==> src/rtl/finger_game_ctrl.sv <==
// rtl/finger_game_ctrl.sv - finger-pattern game sequencer; optional streak bonus under STREAK_BONUS_EN
module finger_game_ctrl #(
  parameter int         TICKS_PER_ROUND = 50_000_000,
  parameter int         HOLD_CYCLES     = 1_000_000,
  parameter int         GAP_TICKS       = 25_000_000,
  parameter int         NUM_ROUNDS      = 20,
  parameter int         PASS_SCORE      = 12,
  parameter logic [7:0] LFSR_SEED       = 8'hA5
) (
  input  logic       clk,
  input  logic       rst,
  input  logic       start,
  input  logic [3:0] sw,
  output logic [7:0] score,
  output logic [3:0] pattern,
  output logic       C,
  output logic       res,
  output logic [7:0] round
);

  localparam int WIN_W  = (TICKS_PER_ROUND > 1) ? $clog2(TICKS_PER_ROUND) : 1;
  localparam int HOLD_W = (HOLD_CYCLES > 1) ? $clog2(HOLD_CYCLES) : 1;
  localparam int GAP_W  = (GAP_TICKS > 1) ? $clog2(GAP_TICKS) : 1;

  localparam logic [WIN_W-1:0]  WIN_LAST    = WIN_W'(TICKS_PER_ROUND - 1);
  localparam logic [HOLD_W-1:0] HOLD_LAST   = HOLD_W'(HOLD_CYCLES - 1);
  localparam logic [GAP_W-1:0]  GAP_LAST    = GAP_W'(GAP_TICKS - 1);
  localparam logic [7:0]        ROUNDS_LAST = 8'(NUM_ROUNDS - 1);
  localparam logic [8:0]        PASS_MIN    = 9'(PASS_SCORE);

  typedef enum logic [2:0] {
    S_IDLE,
    S_LOAD,
    S_PLAY,
    S_GAP,
    S_DONE
  } state_t;

  state_t state, state_next;

  logic [7:0]        lfsr;
  logic [WIN_W-1:0]  win_cnt;
  logic [HOLD_W-1:0] hold_cnt;
  logic [GAP_W-1:0]  gap_cnt;

  logic       match;
  logic       hit;
  logic       timeout;
  logic       gap_end;
  logic [3:0] pick;
  logic [8:0] inc;
  logic [8:0] score_sum;
  logic [7:0] score_next;

`ifdef STREAK_BONUS_EN
  logic [1:0] streak;
  assign inc = (streak == 2'd3) ? 9'd2 : 9'd1;
`else
  assign inc = 9'd1;
`endif

  assign match      = (sw == pattern);
  assign hit        = (state == S_PLAY) && match && (hold_cnt == HOLD_LAST);
  assign timeout    = (state == S_PLAY) && !hit && (win_cnt == '0);
  assign gap_end    = (state == S_GAP) && (gap_cnt == '0);
  assign score_sum  = {1'b0, score} + inc;
  assign score_next = score_sum[8] ? 8'hFF : score_sum[7:0];

  // Never hand out an all-zero target: fall back to the high nibble, then a fixed one.
  always_comb begin
    pick = 4'b1000;
    if (lfsr[3:0] != 4'd0)
      pick = lfsr[3:0];
    else if (lfsr[7:4] != 4'd0)
      pick = lfsr[7:4];
  end

  always_ff @(posedge clk) begin
    if (rst)
      state <= S_IDLE;
    else
      state <= state_next;
  end

  always_comb begin
    state_next = state;
    case (state)
      S_IDLE: if (start) state_next = S_LOAD;
      S_LOAD: state_next = S_PLAY;
      S_PLAY: if (hit || timeout) state_next = S_GAP;
      S_GAP:  if (gap_end) state_next = (round == ROUNDS_LAST) ? S_DONE : S_LOAD;
      S_DONE: state_next = S_IDLE;
      default: state_next = S_IDLE;
    endcase
  end

  always_ff @(posedge clk) begin
    if (rst) begin
      lfsr     <= LFSR_SEED;
      score    <= 8'd0;
      pattern  <= 4'd0;
      C        <= 1'b0;
      res      <= 1'b0;
      round    <= 8'd0;
      win_cnt  <= '0;
      hold_cnt <= '0;
      gap_cnt  <= '0;
    end else begin
      lfsr <= {lfsr[6:0], lfsr[7] ^ lfsr[5] ^ lfsr[4] ^ lfsr[3]};
      case (state)
        S_IDLE: begin
          if (start) begin
            score <= 8'd0;
            round <= 8'd0;
          end
        end
        S_LOAD: begin
          pattern  <= pick;
          win_cnt  <= WIN_LAST;
          hold_cnt <= '0;
          C        <= 1'b1;
        end
        S_PLAY: begin
          // Counters may wrap on the exit cycle; they are reloaded before reuse.
          win_cnt  <= win_cnt - WIN_W'(1);
          hold_cnt <= match ? hold_cnt + HOLD_W'(1) : '0;
          if (hit || timeout) begin
            pattern <= 4'd0;
            gap_cnt <= GAP_LAST;
          end
          if (hit)
            score <= score_next;
        end
        S_GAP: begin
          gap_cnt <= gap_cnt - GAP_W'(1);
          if (gap_end)
            round <= round + 8'd1;
        end
        S_DONE: begin
          C   <= 1'b0;
          res <= ({1'b0, score} >= PASS_MIN);
        end
        default: ;
      endcase
    end
  end

`ifdef STREAK_BONUS_EN
  always_ff @(posedge clk) begin
    if (rst)
      streak <= 2'd0;
    else if (state == S_IDLE && start)
      streak <= 2'd0;
    else if (hit)
      streak <= (streak == 2'd3) ? 2'd3 : streak + 2'd1;
    else if (timeout)
      streak <= 2'd0;
  end
`endif

endmodule

==> config.mk <==
export PLATFORM = sky130hd
export DESIGN_NAME = finger_game_ctrl
export DESIGN_NICKNAME = d
export VERILOG_FILES = /design/src/rtl/finger_game_ctrl.sv
export SDC_FILE = /design/constraint.sdc
export NUM_CORES = 1
export LEC_CHECK = 0
export BUFFER_PORTS_ARGS = -buffer_cell sky130_fd_sc_hd__buf_2
export CAP_MARGIN = 20
export CORE_MARGIN = 5
export CORE_UTILIZATION = 25
export DETAILED_ROUTE_END_ITERATION = 6
export PLACE_DENSITY = 0.46
export RECOVER_POWER = 25
export SETUP_SLACK_MARGIN = 0.15
export SLEW_MARGIN = 15
export SYNTH_ARGS = -nofsm -noshare
export SYNTH_HDL_FRONTEND = slang
export SYNTH_SLANG_ARGS = --single-unit
==> constraint.sdc <==
create_clock -name clk -period 2.4 [get_ports clk]
set_input_delay 0.36 -clock clk [delete_from_list [all_inputs] [get_ports clk]]
set_output_delay 0.36 -clock clk [all_outputs]
set_load 0.01 [all_outputs]
==> results of run 1 <==
==> logic make-up after synthesis <==
| kind of cell | after synthesis |
|---|---|
| compound gates | 145 |
| simple gates | 289 |
| xor+xnor | 20 |
| buf+inv | 47 |
| mux | 8 |
| fa+ha+maj | 8 |
| flops | 104 |
==> layer usage <==
layer | up-vias | wire, microns | track usage [%]
met4 | 0 | 185 | 3.70
met2 | 86 | 6410 | 19.0
met1 | 2354 | 6630 | 14.6
met5 | - | 0 | 0
met3 | 11 | 517 | 2.81
li1 | 2441 | - | -
==> repair_timing <==
action                                  4_1_cts  5_1_grt
endpoints found under the setup margin       11       51
resized for setup                             3       16
gates cloned                                  1        0
hold buffers                                  0        0
pin swaps                                     1        1
hold endpoints to repair                      0        0
buffers inserted                              0        2
==> registers in the layout (all words and copies together) (netlist names) <==
register and flops:
res 1, state 3, hold_cnt 20, C 1, pattern 4, score 8, lfsr 8, win_cnt 26
round 8, gap_cnt 25
==> final cells by class <==
type                       instances  share of cell area, %
clock buffer                      10                   3.85
clock inverter                     6                   1.49
timing repair buffer              59                   5.64
inverter                          15                  0.906
sequential                       104                   33.6
multi-input combinational        471                   49.0
tap                              275                   5.54
==> cell usage in the layout (no fill, tap or decap), types with 4 or more instances in the layout <==
master       n
mux2i_1      6
a21oi_1     42
nand2_1     33
clkbuf_1    21
inv_1       15
clkbuf_16    9
or2_2        6
a31oi_1      4
a211oi_1    16
a211oi_2     5
and3_1       8
a21o_1       4
nor2b_1      7
o21ai_0     17
a311oi_1    19
ha_1         7
nor3_1      36
dfxtp_2      4
nand4_1     13
o31a_1       7
xor2_1       7
a31o_2       4
o211ai_1     4
nor4_1      29
nand4b_1     4
xnor2_1     13
nand2b_1    16
dfxtp_1    100
buf_4       29
buf_2        7
nand3_1     16
nor2_1      65
or3_1       11
or4_1        9
==> synth_stat cells (13+ instances only) <==
| master | count |
|---|---|
| a211oi_1 | 16 |
| nor4_1 | 31 |
| o21ai_0 | 17 |
| inv_1 | 15 |
| nor2_1 | 65 |
| a21oi_1 | 42 |
| nand2b_1 | 16 |
| nor3_1 | 38 |
| xnor2_1 | 13 |
| a311oi_1 | 19 |
| nand2_1 | 34 |
| nand4_1 | 13 |
| clkbuf_1 | 26 |
| dfxtp_1 | 104 |
| nand3_1 | 17 |
==> path summary, 6_finish.rpt <==
| kind | from | end |
|---|---|---|
| worst min-delay path | lfsr[6]$_SDFF_PP0_ | lfsr[7]$_SDFF_PP1_ |
| worst max-delay path | win_cnt[0]$_SDFFE_PP0P_ | gap_cnt[1]$_SDFFE_PP0P_ |
| worst min register to register | lfsr[6]$_SDFF_PP0_ | lfsr[7]$_SDFF_PP1_ |
| worst max register to register | win_cnt[0]$_SDFFE_PP0P_ | gap_cnt[1]$_SDFFE_PP0P_ |
==> critical path, cell delays in order (launching register included) <==
cell	delay (ns)
dfxtp_1	0.32
inv_1	0.11
ha_1	0.17
or4b_2	0.60
or4_4	0.48
and2_4	0.23
a221oi_2	0.21
==> report_power, final <==
part           leakage [nW]  internal (mW)  switching (mW)
clock                 0.155          0.947           0.681
combinational          1.11          0.338           0.526
sequential            0.848           1.84           0.118
total                  2.11           3.12            1.33
==> per-stage QoR <==
stage | instances | utilization, % | setup WS [ns] | total power [mW]
2_1_floorplan | 621 | - | 0.178 | 2.57
3_3_place_gp | 921 | 28.0 | 0.124 | 2.82
3_5_place_dp | 921 | 28.0 | 0.115 | 2.84
4_1_cts | 938 | 29.7 | 0.142 | 4.51
5_1_grt | 940 | 29.8 | 0.101 | 4.70
6_report | 940 | 29.8 | 0.176 | 4.45
==> impl_metrics.json, run 1 <==
{
  "status": "finished, final reports clean",
  "fin_tns_setup_ns": 0,
  "relSlewSlack_pct": 23.0,
  "skew_ns": 0.0101,
  "die-area_sq_um": 24000,
  "syn_inst": 621,
  "fp-row-count": 53,
  "hold_violations": 0,
  "synth_edf_count": 0,
  "antenna_cells": 0,
  "gp_congestion": 0.824,
  "crit_fanout": 5,
  "ant_nets": 0,
  "port_buffers": 28,
  "dp_hpwl_mm": 9.35,
  "synth_top_area_share_pct": 39.6,
  "clockBufferDepth": 2,
  "r2r_setup_slack_ns": 0.18,
  "cap_viol_max_count": 0,
  "max_freq_mhz": 450,
  "finalSetupViolCount": 0,
  "ys_seq_elements": 104,
  "drt-pass1-iter-count": 5,
  "peakVddDrop_uv": 281,
  "reg2regPathDepth": 6,
  "critPathLaunchType": "register",
  "grt-ovfl-total": 0,
  "synth_warnings": 0,
  "yosysSeqAreaShare_pct": 39.6,
  "syn_to_final_growth_pct": 18.3,
  "clk_latency_ns": 0.35,
  "htreeDepth": 3,
  "synthDistinctLibCells": 66,
  "holdPathStages": 1,
  "synth_compound_area_share_pct": 19.7,
  "rsz0062_at_grt": "true",
  "boundaryPins": 29,
  "min_path_type": "register to register",
  "post-route-period-util_pct": 92.7,
  "post_route_cells_drive_above_1_share_pct": 14.4,
  "synth_xor_area_share_pct": 3.34,
  "wl_per_cell_microns": 14.6,
  "grtUsageTotal_pct": 11.4,
  "fp.dieH_microns": 155,
  "worstMarginPinSlew_ns": 1.16,
  "grt_pass1_vias": 4529,
  "syn-num-nets": 636,
  "synth_top_family_by_area": "simple AND/OR/NAND/NOR gates",
  "yosysTopAreaCell": "dfxtp_1",
  "seq_area_sq_um": 2090,
  "synth_area_sq_um": 5250,
  "grt_pass1_wl_mm": 22.5,
  "num_vias": 4892,
  "initial_core_util_pct": 25.2,
  "synth-adder-area-share_pct": 1.91,
  "synthArstFlopShare_pct": 0,
  "placed_cell_area_sq_um": 5830,
  "drtIter0Drc": 248,
  "crit_required_ns": 2.66,
  "nets": 675,
  "fill_cells": 2262,
  "cp.arrival_ns": 2.48,
  "path_clk_slew_ns": 0.07,
  "crit_path_end_kind": "register",
  "cts_tree": "yes",
  "synthSimpleGateAreaFrac_pct": 30.2,
  "chipWidth_microns": 155,
  "timing.hold.ws_ns": 0.482,
  "drc_errors": 0,
  "cts_sinks": 104,
  "numCtsBuffers": 9,
  "multi_input_area_sq_um": 3040,
  "power_density_nw_per_um2": 716,
  "core_area_sq_um": 20800,
  "path_class": "register to register",
  "grt_max_degree": 102,
  "synthTopCellsByArea": "dfxtp_1 40%, nor2_1 4.6%, a21oi_1 4.0%",
  "yosys-mux-area-fraction_pct": 1.57,
  "root_buffer": "clkbuf_16",
  "antenna_found_initial": 0,
  "p_leak_nw": 2.11,
  "design_area_sq_um": 6210,
  "finalMaxSlewViolations": 0,
  "synthFlopType": "dfxtp_1",
  "finalCriticalPeriod_ns": 2.22,
  "wl_mm": 13.7,
  "via_per_inst": 5.20,
  "syn_avg_cell_area_sq_um": 8.46
}
Power figures use the tool's default switching activity.
==> run 2: changes to the inputs <==
--- a/config.mk
+++ b/config.mk
@@ -5,6 +5,7 @@
 export SDC_FILE = /design/constraint.sdc
 export NUM_CORES = 1
 export LEC_CHECK = 0
+export ABC_AREA = 1
 export BUFFER_PORTS_ARGS = -buffer_cell sky130_fd_sc_hd__buf_2
 export CAP_MARGIN = 20
 export CORE_MARGIN = 5
==> impl_metrics.json, run 2 <==
{
  "netSwitchingPower_mw": 2.95,
  "numCtsBuffers": 9,
  "syn-num-nets": 923,
  "relSlewSlack_pct": 2.45,
  "boundaryPins": 29,
  "reg_top3": "win_cnt x26, gap_cnt x25, hold_cnt x20",
  "fill_cells": 2484,
  "instances_no_fill": 1257,
  "wl_per_cell_microns": 12.5,
  "power_density_nw_per_um2": 1040,
  "cts_tree": "yes",
  "finalMaxSlewViolations": 0,
  "synthArstFlopShare_pct": 0,
  "path_cells": "inv_1 > nand2_1 > nor2_1 > nand2_1 > nor2_1 > nand2_1 > nand3_2 > nand2_1 > o21ai_0 > nor2_1",
  "clockBufferDepth": 2,
  "peakVddDrop_uv": 336,
  "cp_slowest_cell": "nand2_1",
  "hold_violations": 0,
  "port_buffers": 28,
  "initial_core_util_pct": 25.6,
  "crit_path_end_kind": "register",
  "htreeDepth": 3,
  "grt_pass1_vias": 5172,
  "synth_top_area_share_pct": 35.7,
  "largest_reg_flops": 26,
  "num_vias": 5552,
  "fp.dieH_microns": 163,
  "grt_max_degree": 41,
  "syn_avg_cell_area_sq_um": 6.42,
  "pwr-share-clk_pct": 22.9,
  "synth_warnings": 0,
  "chipWidth_microns": 163,
  "skew_ns": 0.00899,
  "synthFlopType": "dfxtp_1",
  "wl_mm": 15.7,
  "finalCriticalPeriod_ns": 1.98,
  "seq_power_share_pct": 33.7,
  "die-area_sq_um": 26500,
  "drtIter0Drc": 398,
  "p_int_mw": 3.93,
  "path_delay_family": "simple AND/OR/NAND/NOR gates",
  "crit_top_cell": "nand2_1",
  "core_area_sq_um": 22800,
  "finalSetupViolCount": 0,
  "crit_fanout": 8,
  "grtUsageTotal_pct": 12.1,
  "synthSimpleGateAreaFrac_pct": 39.0,
  "clk_latency_ns": 0.35,
  "cp.arrival_ns": 2.19,
  "drc_errors": 0,
  "synth_top_family_by_area": "simple AND/OR/NAND/NOR gates",
  "min_path_type": "register to register",
  "grt_pass1_wl_mm": 26.3,
  "critPathBufInv": 1,
  "grt-ovfl-total": 0,
  "worstMarginPinSlew_ns": 1.46,
  "placed_cell_area_sq_um": 6360,
  "root_buffer": "clkbuf_16",
  "max_stage_delay_ns": 0.35,
  "critPathLaunchType": "register",
  "cap_viol_max_count": 0,
  "synth-adder-area-share_pct": 1.72,
  "max_freq_mhz": 504,
  "seq_area_sq_um": 2080,
  "post-route-period-util_pct": 82.7,
  "yosysTopAreaCell": "dfxtp_1",
  "layout_common_cells": "228 x nand2_1, 131 x nor2_1, 117 x inv_1",
  "status": "finished, final reports clean",
  "path_class": "register to register",
  "nets": 954,
  "synth_edf_count": 0,
  "ys_seq_elements": 104,
  "antenna_cells": 0,
  "final_common_cell": "nand2_1",
  "p_leak_nw": 2.78,
  "via_per_inst": 4.42,
  "drt-pass1-iter-count": 5,
  "post_route_cells_drive_above_1_share_pct": 5.93,
  "synthTopCellsByArea": "dfxtp_1 36%, nand2_1 15%, nor2_1 8.4%",
  "syn_to_final_growth_pct": 13.8,
  "multi_input_area_sq_um": 3200,
  "ant_nets": 0,
  "dp.cells": 1241,
  "fp-row-count": 55,
  "syn_inst": 908,
  "synth_compound_area_share_pct": 12.9,
  "gp_congestion": 0.803,
  "synth_xor_area_share_pct": 1.20,
  "synth.most_common_cell": "nand2_1",
  "regMostFlops": "win_cnt",
  "design_area_sq_um": 6640,
  "dp_hpwl_mm": 11.5,
  "synth_area_sq_um": 5830,
  "path_clk_slew_ns": 0.07,
  "holdBufCountCts": 0,
  "post_cts_buffers": 0,
  "power_frac_comb_pct": 43.4,
  "yosys-mux-area-fraction_pct": 0,
  "crit_required_ns": 2.61,
  "fin_tns_setup_ns": 0,
  "antenna_found_initial": 0,
  "yosysSeqAreaShare_pct": 35.7,
  "synthTopCellsByCount": "228 x nand2_1, 131 x nor2_1, 117 x inv_1, 104 x dfxtp_1, 70 x a21oi_1",
  "rsz0062_at_grt": "false",
  "cts_sinks": 104,
  "synthDistinctLibCells": 44,
  "cts_resized": 0,
  "swShare_pct": 42.9
}
run 2: cell families after synthesis:
kind of cell               after synthesis
AOI/OAI and AO/OA                      139
xor gates and xnor gates                 8
adders and majority gates                8
buffers and inverters                  140
DFF                                    104
and+or+nand+nor                        509
run 2: stage by stage:
step,setup slack [ns],hold WS [ns],power [mW],utilization [%]
final,0.416,0.447,6.88,29.1
after global routing,0.170,0.488,7.54,29.1
after CTS,0.426,0.436,6.99,29.3
after detailed placement,0.445,0.438,5.37,27.9
after global placement,0.397,0.424,5.40,27.9
after floorplan,0.786,0.401,4.58,-
run 2: area by class of cell:
type	count	share of cell area, %
Clock buffer	14	4.28
Tap cell	313	5.90
Inverter	119	6.77
Sequential cell	104	31.4
Timing Repair Buffer	41	3.00
Clock inverter	2	0.528
Multi-Input combinational cell	664	48.2
run 2: final timing paths:
path	start	end	slack, ns	depth (start not counted)
max reg2reg	win_cnt[16]$_SDFFE_PP0P_	pattern[1]$_SDFFE_PP0P_	0.42	10
min	lfsr[1]$_SDFF_PP0_	lfsr[2]$_SDFF_PP1_	0.45	2
min reg2reg	lfsr[1]$_SDFF_PP0_	lfsr[2]$_SDFF_PP1_	0.45	2
max	win_cnt[16]$_SDFFE_PP0P_	pattern[1]$_SDFFE_PP0P_	0.42	10
run 2: power by group through the flow:
stage	Clock, mW	Sequential (mW)	Combinational, mW
after floorplan	0	2.29	2.29
after global placement	0	2.36	3.04
after detailed placement	0	2.35	3.01
after CTS	1.64	2.32	3.03
after global routing	1.71	2.36	3.47
final	1.58	2.32	2.98
run 2: layer usage:
layer  vias up  track usage [%]  part of all wire, %
li1       3003                -                    -
met1      2471             16.0                   49
met2        64             20.0                   47
met3        14             2.63                  3.0
met4         0             2.82                 0.93
met5         -                0                    0
run 2: worst register-to-register path, cell delays in order, from the launching register on:
cell and delay [ns]:
dfxtp_1 0.32, inv_1 0.10, nand2_1 0.08, nor2_1 0.18, nand2_1 0.09, nor2_1 0.25, nand2_1 0.35, nand3_2 0.29
nand2_1 0.07, o21ai_0 0.07, nor2_1 0.05
